--- src/rtl/handshake_constant_seq_pkg.sv ---
// Shared handshake definitions: constant-table mode encodings, the token
// buffer depth and the occupancy encoding used by the skid buffer.
package handshake_constant_seq_pkg;

  // Encodings for the CYCLE_MODE parameter of handshake_constant_seq.
  localparam int CONST_MODE_FIXED = 0;
  localparam int CONST_MODE_CYCLE = 1;

  // Number of tokens the output buffer can hold.
  localparam int FIFO_DEPTH = 2;

  // Buffer fill level; the encoding doubles as the occupancy count.
  typedef enum logic [1:0] {
    OCC_EMPTY = 2'd0,
    OCC_ONE   = 2'd1,
    OCC_FULL  = 2'(FIFO_DEPTH)
  } occ_e;

  // Index register width: enough bits for NUM_CONSTS entries, never zero.
  function automatic int idx_width(input int num_consts);
    return (num_consts > 1) ? $clog2(num_consts) : 1;
  endfunction

endpackage

--- src/rtl/handshake_skid_buffer.sv ---
// Two-entry token FIFO with a valid/ready handshake on both sides.
// in_ready depends only on registered state and rst, so the consumer's
// outs_ready never reaches the producer combinationally.
module handshake_skid_buffer
  import handshake_constant_seq_pkg::*;
#(
  parameter int DATA_WIDTH = 32
) (
  input  logic                  clk,
  input  logic                  rst,
  input  logic [DATA_WIDTH-1:0] in_data,
  input  logic                  in_valid,
  output logic                  in_ready,
  output logic [DATA_WIDTH-1:0] out_data,
  output logic                  out_valid,
  input  logic                  out_ready,
  output logic [1:0]            occupancy
);

  occ_e                  occ;
  logic [DATA_WIDTH-1:0] head;
  logic [DATA_WIDTH-1:0] tail;
  logic                  enq;
  logic                  deq;

  assign in_ready  = (occ != OCC_FULL) && !rst;
  assign out_valid = (occ != OCC_EMPTY);
  assign out_data  = head;
  assign occupancy = occ;
  assign enq       = in_valid && in_ready;
  assign deq       = out_valid && out_ready;

  // Head always holds the oldest token; tail is used only when full.
  always_ff @(posedge clk or posedge rst) begin
    if (rst) begin
      occ  <= OCC_EMPTY;
      head <= '0;
      tail <= '0;
    end else begin
      case (occ)
        OCC_EMPTY: begin
          if (enq) begin
            head <= in_data;
            occ  <= OCC_ONE;
          end
        end
        OCC_ONE: begin
          if (enq && deq) begin
            head <= in_data;
          end else if (enq) begin
            tail <= in_data;
            occ  <= OCC_FULL;
          end else if (deq) begin
            occ <= OCC_EMPTY;
          end
        end
        OCC_FULL: begin
          if (deq) begin
            head <= tail;
            occ  <= OCC_ONE;
          end
        end
        default: occ <= OCC_EMPTY;
      endcase
    end
  end

endmodule

--- src/rtl/handshake_constant_seq.sv ---
// Emits one constant from CONST_TABLE per accepted control token, either
// always entry 0 or cycling round-robin through the table. Tokens are
// buffered in a two-entry skid buffer so ctrl_ready is fully registered.
module handshake_constant_seq
  import handshake_constant_seq_pkg::*;
#(
  parameter int                               DATA_WIDTH  = 32,
  parameter int                               NUM_CONSTS  = 4,
  parameter logic [NUM_CONSTS*DATA_WIDTH-1:0] CONST_TABLE = '0,
  parameter int                               CYCLE_MODE  = CONST_MODE_CYCLE
) (
  input  logic                  clk,
  input  logic                  rst,
  input  logic                  restart,
  input  logic                  ctrl_valid,
  output logic                  ctrl_ready,
  output logic [DATA_WIDTH-1:0] outs,
  output logic                  outs_valid,
  input  logic                  outs_ready,
  output logic [1:0]            occupancy
);

  localparam int               IDX_W    = idx_width(NUM_CONSTS);
  localparam logic [IDX_W-1:0] LAST_IDX = IDX_W'(NUM_CONSTS - 1);
  localparam bit               ADVANCE  = (CYCLE_MODE == CONST_MODE_CYCLE) && (NUM_CONSTS > 1);

  logic [IDX_W-1:0]      idx;
  logic [DATA_WIDTH-1:0] token;
  logic                  accept;

  assign accept = ctrl_valid && ctrl_ready;

  // Table lookup as an explicit mux so idx can never select past the table.
  always_comb begin
    token = '0;
    for (int i = 0; i < NUM_CONSTS; i++) begin
      if (idx == IDX_W'(i)) begin
        token = CONST_TABLE[i*DATA_WIDTH +: DATA_WIDTH];
      end
    end
  end

  // Index counter: restart takes priority over the per-accept advance.
  always_ff @(posedge clk or posedge rst) begin
    if (rst) begin
      idx <= '0;
    end else if (restart) begin
      idx <= '0;
    end else if (accept && ADVANCE) begin
      idx <= (idx == LAST_IDX) ? '0 : idx + 1'b1;
    end
  end

  handshake_skid_buffer #(
    .DATA_WIDTH(DATA_WIDTH)
  ) u_buf (
    .clk       (clk),
    .rst       (rst),
    .in_data   (token),
    .in_valid  (ctrl_valid),
    .in_ready  (ctrl_ready),
    .out_data  (outs),
    .out_valid (outs_valid),
    .out_ready (outs_ready),
    .occupancy (occupancy)
  );

endmodule

--- config.mk ---
export PLATFORM = sky130hd
export DESIGN_NAME = handshake_constant_seq
export DESIGN_NICKNAME = d
export VERILOG_FILES = /design/src/rtl/handshake_constant_seq_pkg.sv /design/src/rtl/handshake_skid_buffer.sv /design/src/rtl/handshake_constant_seq.sv
export SDC_FILE = /design/constraint.sdc
export NUM_CORES = 1
export LEC_CHECK = 0
export CORE_UTILIZATION = 25
export DETAILED_ROUTE_END_ITERATION = 16
export HOLD_SLACK_MARGIN = 0.08
export PLACE_DENSITY = 0.71
export SLEW_MARGIN = 20
export SYNTH_ARGS = -nofsm -noshare
export SYNTH_HDL_FRONTEND = slang
export SYNTH_SLANG_ARGS = --single-unit
--- constraint.sdc ---
create_clock -name clk -period 1.1 [get_ports clk]
set_clock_uncertainty 0.1 [all_clocks]
set_input_delay 0.33 -clock clk [delete_from_list [all_inputs] [get_ports clk]]
set_output_delay 0.33 -clock clk [all_outputs]
set_load 0.02 [all_outputs]
==> impl_results.md, run 1 <==
* Die W at 40.2 µm
* RSZ-0062 raised after global routing: yes
* Top-area cell type share of the netlist area at 65.8%
* Layout cells sized above 1 at 30.6%
* Final period util at 131%
* CP max stage delay at 0.42 ns
* Post-Syn Area at 365 µm²
* Seq/Total Area, Yosys at 13.7%
* Largest cells by area after synthesis: buf_4 66%, dfrtp_1 14%, a21oi_1 2.7%
* Area Growth Syn to Fin at 12.3%
* DP HPWL at 417 µm
* Synthesized flop and latch total at 2
* CP Data Arrival Time at 1.01 ns
* Max VDD drop at 0.297 mV
* Clock sink count at 2
* Critical path data required time at 0.67 ns
* Post-synth EDFFs at 0
* Detailed Route WL at 506 µm
* HP Class: input pin to async pin
* Core area at 1330 µm²
* Rows at 13
* Synth top cells by count: 32 x buf_4, 2 x a21oi_1, 2 x dfrtp_1, 2 x inv_1
* Yosys top cell by area: buf_4
* Fill cells at 146
* Max reg flops at 2
* Routed vias/inst at 3.14
* Synth Flop Type: dfrtp_1
* Initial antenna violation count at 0
* Cells after synthesis at 47
* CTS Buffer Depth at 2
* GR Overflow Total at 0
* Die height at 40.2 µm
* Total GRT Usage at 7.21%
* TritonCTS buffer count at 3
* Hold WS at 0.190 ns
* Sequential cell area at 52.6 µm²
* Period minus WS final at 1.44 ns
* Dpl cell area at 384 µm²
* Multi-input gate area at 208 µm²
* Number of placed I/O pins at 41
* IO buf count at 7
* Final WS setup at -0.340 ns
* Initial core utilization at 27.4%
* WL per Instance at 6.57 µm
* Clock latency on the worst-skew pair at 0.22 ns
* # hold bufs at CTS at 0
* Fin. max-slew vios at 0
* Critical path launch point type: flip-flop
* Nets at 69
* Leak at 0.000243 µW
* Worst Setup End Kind: output pin
* Drt first-iter violations at 1
* Synth cell types at 13
* Status: complete, but fails checks
* CP Max Fanout at 4
* Post-DRT Antenna Nets at 0
* MaxCap Viol Count at 0
* Failing checks: setup timing
* Max frequency at 694 MHz
* Pwr Density at 1190 nW/µm²
* CTS root buffer: clkbuf_4
* Final setup viols at 6
* Vias in the first global route at 191
* Critical-path cell list: or2_4 -> buf_6
* Gpl congestion at 0.502
* Finished Cell Area at 410 µm²
* Clock transition at the registers of the reported paths at 0.03 ns
* Crit-path slowest cell: dfrtp_2
* WS Path Type: flip-flop to output pin
* Vias at 242
* Synth warnings at 0
* Cell with the most instances after synthesis: buf_4
* Final Hold Fails at 0
* Largest net degree at the start of global routing at 5
* R2R cell count at 4
* Die area at 1620 µm²
* CTS tree: built
* Antenna diodes at 0
* Syn avg cell area at 7.77 µm²
* Router iterations before antenna repair at 2
* Ys async rst share at 100%
* DRC at 0
* Global-route wire length before repair at 683 µm
* CTS H-tree depth at 1
## worst paths after layout
path,startpoint,to,slack (ns)
worst max-delay path,u_buf.occupancy[1],outs_valid,-0.34
worst min-delay path,rst,u_buf.occupancy[0],0.19
worst max register to register,u_buf.occupancy[1],u_buf.occupancy[0],-0.06
worst min register to register,u_buf.occupancy[0],u_buf.occupancy[1],0.61
max in group asynchronous,rst,u_buf.occupancy[1],0.59
min in group clk,outs_ready,u_buf.occupancy[1],0.39
## logic make-up (layout without fill, tap and decap cells)
kind of cell | count (synthesis) | in the layout | synth area share, %
AOI/OAI and AO/OA | 4 | 4 | 6.85
buffers and inverters | 34 | 18 | 67.8
DFF | 2 | 2 | 13.7
and+or+nand+nor | 6 | 6 | 10.6
other | 1 | 32 | 1.03
## critical path: cells and delay by family (launching register included)
family,cells,cell delay [ns]
buffers and inverters,1,0.13
AND/OR/NAND/NOR,1,0.24
flip-flops,1,0.42
## metal layers
metal	wire length (µm)	vias to the layer above	track usage, %
met1	142	105	4.97
met4	0	0	7.50
met5	0	-	0
met2	282	24	13.3
met3	81	0	3.33
li1	-	113	-
## layout make-up
class	instances	area share [%]
Sequential cell	2	12.8
Inverter	2	1.83
Multi-Input combinational cell	42	50.6
Tap cell	15	4.57
Clock buffer	3	5.49
Timing Repair Buffer	13	24.7
## cells in the final DEF (no fill, tap or decap), types with 2 or more instances in the layout
master          n
dfrtp_2         2
clkbuf_4        3
dlygate4sd2_1   2
conb_1         32
inv_1           2
buf_4           7
## report_power, final
part	switching [µW]	internal (µW)
clock	37.9	120
combinational	162	76.9
sequential	8.44	83.9
## through the flow
stage | setup TNS, ns | utilization (%) | worst slack, ns | std cells | power, µW
6_report | -1.01 | 30.8 | -0.340 | 77 | 489
5_1_grt | -1.28 | 30.8 | -0.371 | 77 | 531
4_1_cts | -1.26 | 30.7 | -0.357 | 77 | 500
3_5_place_dp | -2.97 | 28.8 | -0.869 | 73 | 333
3_3_place_gp | -2.80 | 28.8 | -0.835 | 73 | 328
2_1_floorplan | -0.148 | - | -0.0771 | 78 | 339
## repair_timing
item	4_1_cts	5_1_grt
hold endpoints to repair	0	0
resized for setup	19	3
gates cloned	0	0
buffers inserted	1	0
endpoints found under the setup margin	6	6
(Power assumes the default switching activity.)
==> run 2: changes to the inputs <==
--- a/config.mk
+++ b/config.mk
@@ -6,8 +6,10 @@
 export NUM_CORES = 1
 export LEC_CHECK = 0
 export CORE_UTILIZATION = 25
+export CTS_BUF_LIST = sky130_fd_sc_hd__clkbuf_8
 export DETAILED_ROUTE_END_ITERATION = 16
 export HOLD_SLACK_MARGIN = 0.08
+export MAX_ROUTING_LAYER = met4
 export PLACE_DENSITY = 0.71
 export SLEW_MARGIN = 20
 export SYNTH_ARGS = -nofsm -noshare
==> run 2 against run 1 <==
  * Critical path type unchanged
  * Largest cell class unchanged
  * Non-clock buffer count up 2
  * Final cell count is 2.6% higher
  * Clock power increased by 80%
  * The flow still finishes with violations (setup timing)
  * Sequential share of layout area decreased by 1.3 points
  * Die area unchanged
  * Sequential cell count unchanged
  * Wire length up 8.5%
  * Critical path depth stayed put
  * Via count rose by 4.1%
  * Maximum frequency increased by 0.40%
  * Combinational power grew 7%
  * Utilization grew 3.6 points
==> impl_results.md, run 2 (synthesis results as in run 1) <==
* Most common cell after layout, fill and taps aside: conb_1
* Router iterations before antenna repair at 2
* R2R cell count at 4
* Commonest cells after routing, fill and taps aside: 32 x conb_1, 6 x buf_4, 4 x buf_6
* Fin cells at 79
* Final Hold Fails at 0
* Die height at 40.2 µm
* Rows at 13
* Final WS setup at -0.334 ns
* TritonCTS buffer count at 3
* Vias at 252
* CTS Buffer Depth at 2
* CTS root buffer: clkbuf_8
* Critical path data required time at 0.67 ns
* Placed Cells at 73
* Failing checks: setup timing
* Critical path launch point type: flip-flop
* CTS H-tree depth at 1
* Die W at 40.2 µm
* Status: complete, but fails checks
* DP HPWL at 417 µm
* MaxCap Viol Count at 0
* IO buf count at 7
* Max frequency at 697 MHz
* Clock latency on the worst-skew pair at 0.21 ns
* CP max stage delay at 0.43 ns
* Routed vias/inst at 3.19
* Clock transition at the registers of the reported paths at 0.03 ns
* Crit-path slowest cell: dfrtp_2
* Dpl cell area at 384 µm²
* Worst Setup End Kind: output pin
* GR Overflow Total at 0
* Vias in the first global route at 197
* Total power at 634 µW
* HP Class: input pin to async pin
* Die area at 1620 µm²
* Fin. max-slew vios at 0
* Antenna diodes at 0
* Initial antenna violation count at 0
* Critical-path cell list: or2_4 -> buf_6
* Number of placed I/O pins at 41
* Period minus WS final at 1.43 ns
* Largest net degree at the start of global routing at 5
* Initial core utilization at 27.4%
* Area Growth Syn to Fin at 25.3%
* Clock sink count at 2
* Core area at 1330 µm²
* Gpl congestion at 0.502
* Max VDD drop at 0.383 mV
* Layout cells sized above 1 at 34.4%
* Max reg flops at 2
* CP Max Fanout at 4
* RSZ-0062 raised after global routing: yes
* Nets at 71
* WL per Instance at 6.95 µm
* Global-route wire length before repair at 696 µm
* Detailed Route WL at 549 µm
* Final setup viols at 6
* CTS tree: built
* Final period util at 130%
* Total GRT Usage at 7.76%
* DRC at 0
* R2R Path End: u_buf.occupancy[0]
* Finished Cell Area at 458 µm²
* WS Path Type: flip-flop to output pin
* CP Data Arrival Time at 1.00 ns
* Worst r2r src: u_buf.occupancy[1]
* Crit path launch: u_buf.occupancy[1]
* Post-DRT Antenna Nets at 0
* Leak at 0.000274 µW
* Pwr Density at 1380 nW/µm²
* R2R setup slack at -0.07 ns
* Drt first-iter violations at 1
-- run 2: worst max path at each step --
stage	endpoint	slack, ns
after floorplan	outs_valid	-0.08
after global placement	ctrl_ready	-0.83
after detailed placement	ctrl_ready	-0.87
after CTS	outs_valid	-0.34
after global routing	outs_valid	-0.36
final	outs_valid	-0.33
-- run 2: routing by layer --
metal  up-vias  track usage, %  wire [µm]  part of all wire [%]
li1        117               -          -                     -
met1       111            4.97        173                    32
met2        24            13.3        305                    56
met3         0            5.00         69                    13
met4         0            7.50          0                     0
met5         -               -          0                     0
-- run 2: stage by stage --
stage | TNS [ns] | util [%] | hold WS (ns) | worst slack, ns
after CTS | -1.14 | 32.4 | 0.209 | -0.339
after global placement | -2.80 | 28.8 | 0.600 | -0.835
after global routing | -1.13 | 34.3 | 0.219 | -0.358
final | -0.906 | 34.3 | 0.202 | -0.334
after detailed placement | -2.97 | 28.8 | 0.608 | -0.869
after floorplan | -0.148 | - | -0.0288 | -0.0771
-- run 2: area by class of cell --
type                       instances  area (µm²)
fill                             145         876
multi-input combinational         42         208
timing repair buffer              15         130
sequential                         2        52.6
clock buffer                       3        41.3
tap                               15        18.8
inverter                           2        7.51
-- run 2: critical path, delay by kind of cell, from the launching register on --
kind          cells  cell delay [ns]
buf+inv           1             0.13
flops             1             0.43
simple gates      1             0.24
-- run 2: what timing repair did --
action,CTS,global route
hold buffers,0,0
gates cloned,0,0
gates resized for setup,21,8
setup endpoints to repair,6,6
pin swaps,0,1
setup buffers,1,3
-- run 2: power by group --
part	switching, µW	internal, µW
sequential	9.93	84.0
clock	53.5	231
combinational	165	89.8
total	229	405
==> run 3: changes to the inputs <==
--- a/config.mk
+++ b/config.mk
@@ -7,7 +7,9 @@
 export LEC_CHECK = 0
 export CORE_UTILIZATION = 25
 export CTS_BUF_LIST = sky130_fd_sc_hd__clkbuf_8
+export CTS_CLUSTER_DIAMETER = 200
 export DETAILED_ROUTE_END_ITERATION = 16
+export GPL_TIMING_DRIVEN = 0
 export HOLD_SLACK_MARGIN = 0.08
 export MAX_ROUTING_LAYER = met4
 export PLACE_DENSITY = 0.71
==> run 3 against run 2 <==
  * Sequential cell count is the same
  * Global-route usage grew 1.2 points
  * Die area unchanged
  * Non-clock buffer count increased by 29
  * Power grew 14%
  * First-iteration DRC count is the same
  * Maximum frequency barely moved
  * Via count increased by 29%
  * Cell area is 50% higher
  * The run still ends with setup timing left
  * Worst setup slack better by 0.0014 ns
  * Critical path type unchanged
==> impl_results.md, run 3 (synthesis results as in run 1) <==
* Largest net degree at the start of global routing at 5
* Fin cells at 108
* WL per Instance at 6.26 µm
* Detailed Route WL at 676 µm
* Number of placed I/O pins at 41
* CTS Buffer Depth at 2
* Die W at 40.2 µm
* Max reg flops at 2
* Critical path launch point type: flip-flop
* CTS tree: built
* Max VDD drop at 0.486 mV
* Worst r2r src: u_buf.occupancy[1]
* Finished Cell Area at 688 µm²
* Final period util at 130%
* Clock sink count at 2
* Clock transition at the registers of the reported paths at 0.03 ns
* Critical path data required time at 0.67 ns
* Critical-path cell list: or2_4 -> buf_6
* Initial core utilization at 27.4%
* CP Data Arrival Time at 1.00 ns
* WS Path Type: flip-flop to output pin
* Crit path launch: u_buf.occupancy[0]
* Failing checks: setup timing
* Final Hold Fails at 0
* Worst Setup End Kind: output pin
* Total power at 723 µW
* Initial antenna violation count at 0
* Total GRT Usage at 8.94%
* Core area at 1330 µm²
* TritonCTS buffer count at 3
* CTS H-tree depth at 1
* DRC at 0
* # hold bufs at CTS at 0
* Leak at 0.000437 µW
* R2R cell count at 4
* Worst Setup EP: outs_valid
* Period minus WS final at 1.43 ns
* CTS root buffer: clkbuf_8
* Pwr Density at 1050 nW/µm²
* Final setup viols at 6
* Vias at 326
* Crit-path slowest cell: dfrtp_2
* Router iterations before antenna repair at 2
* Nets at 100
* Most common cell after layout, fill and taps aside: buf_4
* Gpl congestion at 0.502
* GR Overflow Total at 0
* R2R Path End: u_buf.occupancy[0]
* Global-route wire length before repair at 821 µm
* CP Max Fanout at 4
* Routed vias/inst at 3.02
* Layout cells sized above 1 at 54.8%
* Drt first-iter violations at 1
* CP max stage delay at 0.42 ns
* Final WS setup at -0.333 ns
* Rows at 13
* R2R setup slack at -0.14 ns
* MaxCap Viol Count at 0
* Die area at 1620 µm²
* Fill cells at 147
* TNS Setup at -1.18 ns
* Fin. max-slew vios at 0
* Antenna diodes at 0
* Dpl cell area at 587 µm²
* Placed Cells at 100
* Area Growth Syn to Fin at 88.4%
* HP Class: input pin to async pin
* Die height at 40.2 µm
* Clock latency on the worst-skew pair at 0.21 ns
* Post-DRT Antenna Nets at 0
* Status: complete, but fails checks
* Vias in the first global route at 202
* RSZ-0062 raised after global routing: yes
* Max frequency at 698 MHz
* Commonest cells after routing, fill and taps aside: 35 x buf_4, 32 x conb_1, 6 x buf_6
* IO buf count at 7
==> run 3: changes by cell type in the layout (fill, tap and decap cells not counted) <==
cell / before / now
buf_2: 2 / 0
buf_4: 6 / 35
buf_6: 4 / 6
==> run 3: worst max-delay path, delay by kind of cell (launching register included) <==
kind | cells | cell delay (ns)
buf+inv | 1 | 0.13
flops | 1 | 0.42
simple gates | 1 | 0.25
==> run 3: how the worst min path moves through the flow <==
stage,depth (start not counted),end
2_1_floorplan,1,u_buf.occupancy[0]
3_3_place_gp,2,u_buf.occupancy[1]
3_5_place_dp,2,u_buf.occupancy[1]
4_1_cts,2,u_buf.occupancy[0]
5_1_grt,2,u_buf.occupancy[1]
6_report,2,u_buf.occupancy[1]
==> run 3: through the flow <==
step / setup WS (ns) / util (%) / hold slack (ns)
final: -0.333 / 51.6 / 0.112
after detailed placement: -0.923 / 44.0 / 0.503
after floorplan: -0.0771 / - / -0.0288
after global placement: -0.882 / 44.0 / 0.487
after CTS: -0.328 / 48.6 / 0.0830
after global routing: -0.355 / 51.6 / 0.116
==> run 3: metal layers <==
| metal | global-route usage [%] | vias to the layer above | share of wire [%] |
|---|---|---|---|
| li1 | - | 175 | - |
| met1 | 6.95 | 125 | 33 |
| met2 | 13.7 | 24 | 51 |
| met3 | 5.00 | 2 | 15 |
| met4 | 10.0 | 0 | 1.0 |
| met5 | - | - | 0 |
==> run 3: cell type report <==
class,count,area [µm²],area share [%]
Buffer,32,240,34.9
Multi-Input combinational cell,42,208,30.2
Timing Repair Buffer,12,120,17.5
Sequential cell,2,52.6,7.64
Clock buffer,3,41.3,6.00
Tap cell,15,18.8,2.73
Inverter,2,7.51,1.09
==> run 3: timing repair <==
action                     4_1_cts  5_1_grt
resized for setup               24        9
pin swaps                        1        4
setup endpoints to repair        6        6
buffers inserted                 3        2
==> run 3: power breakdown <==
| group | switching, µW | total, µW | internal [µW] |
|---|---|---|---|
| Sequential | 11.2 | 95.1 | 84.0 |
| Combinational | 179 | 344 | 165 |
| Clock | 52.5 | 283 | 231 |
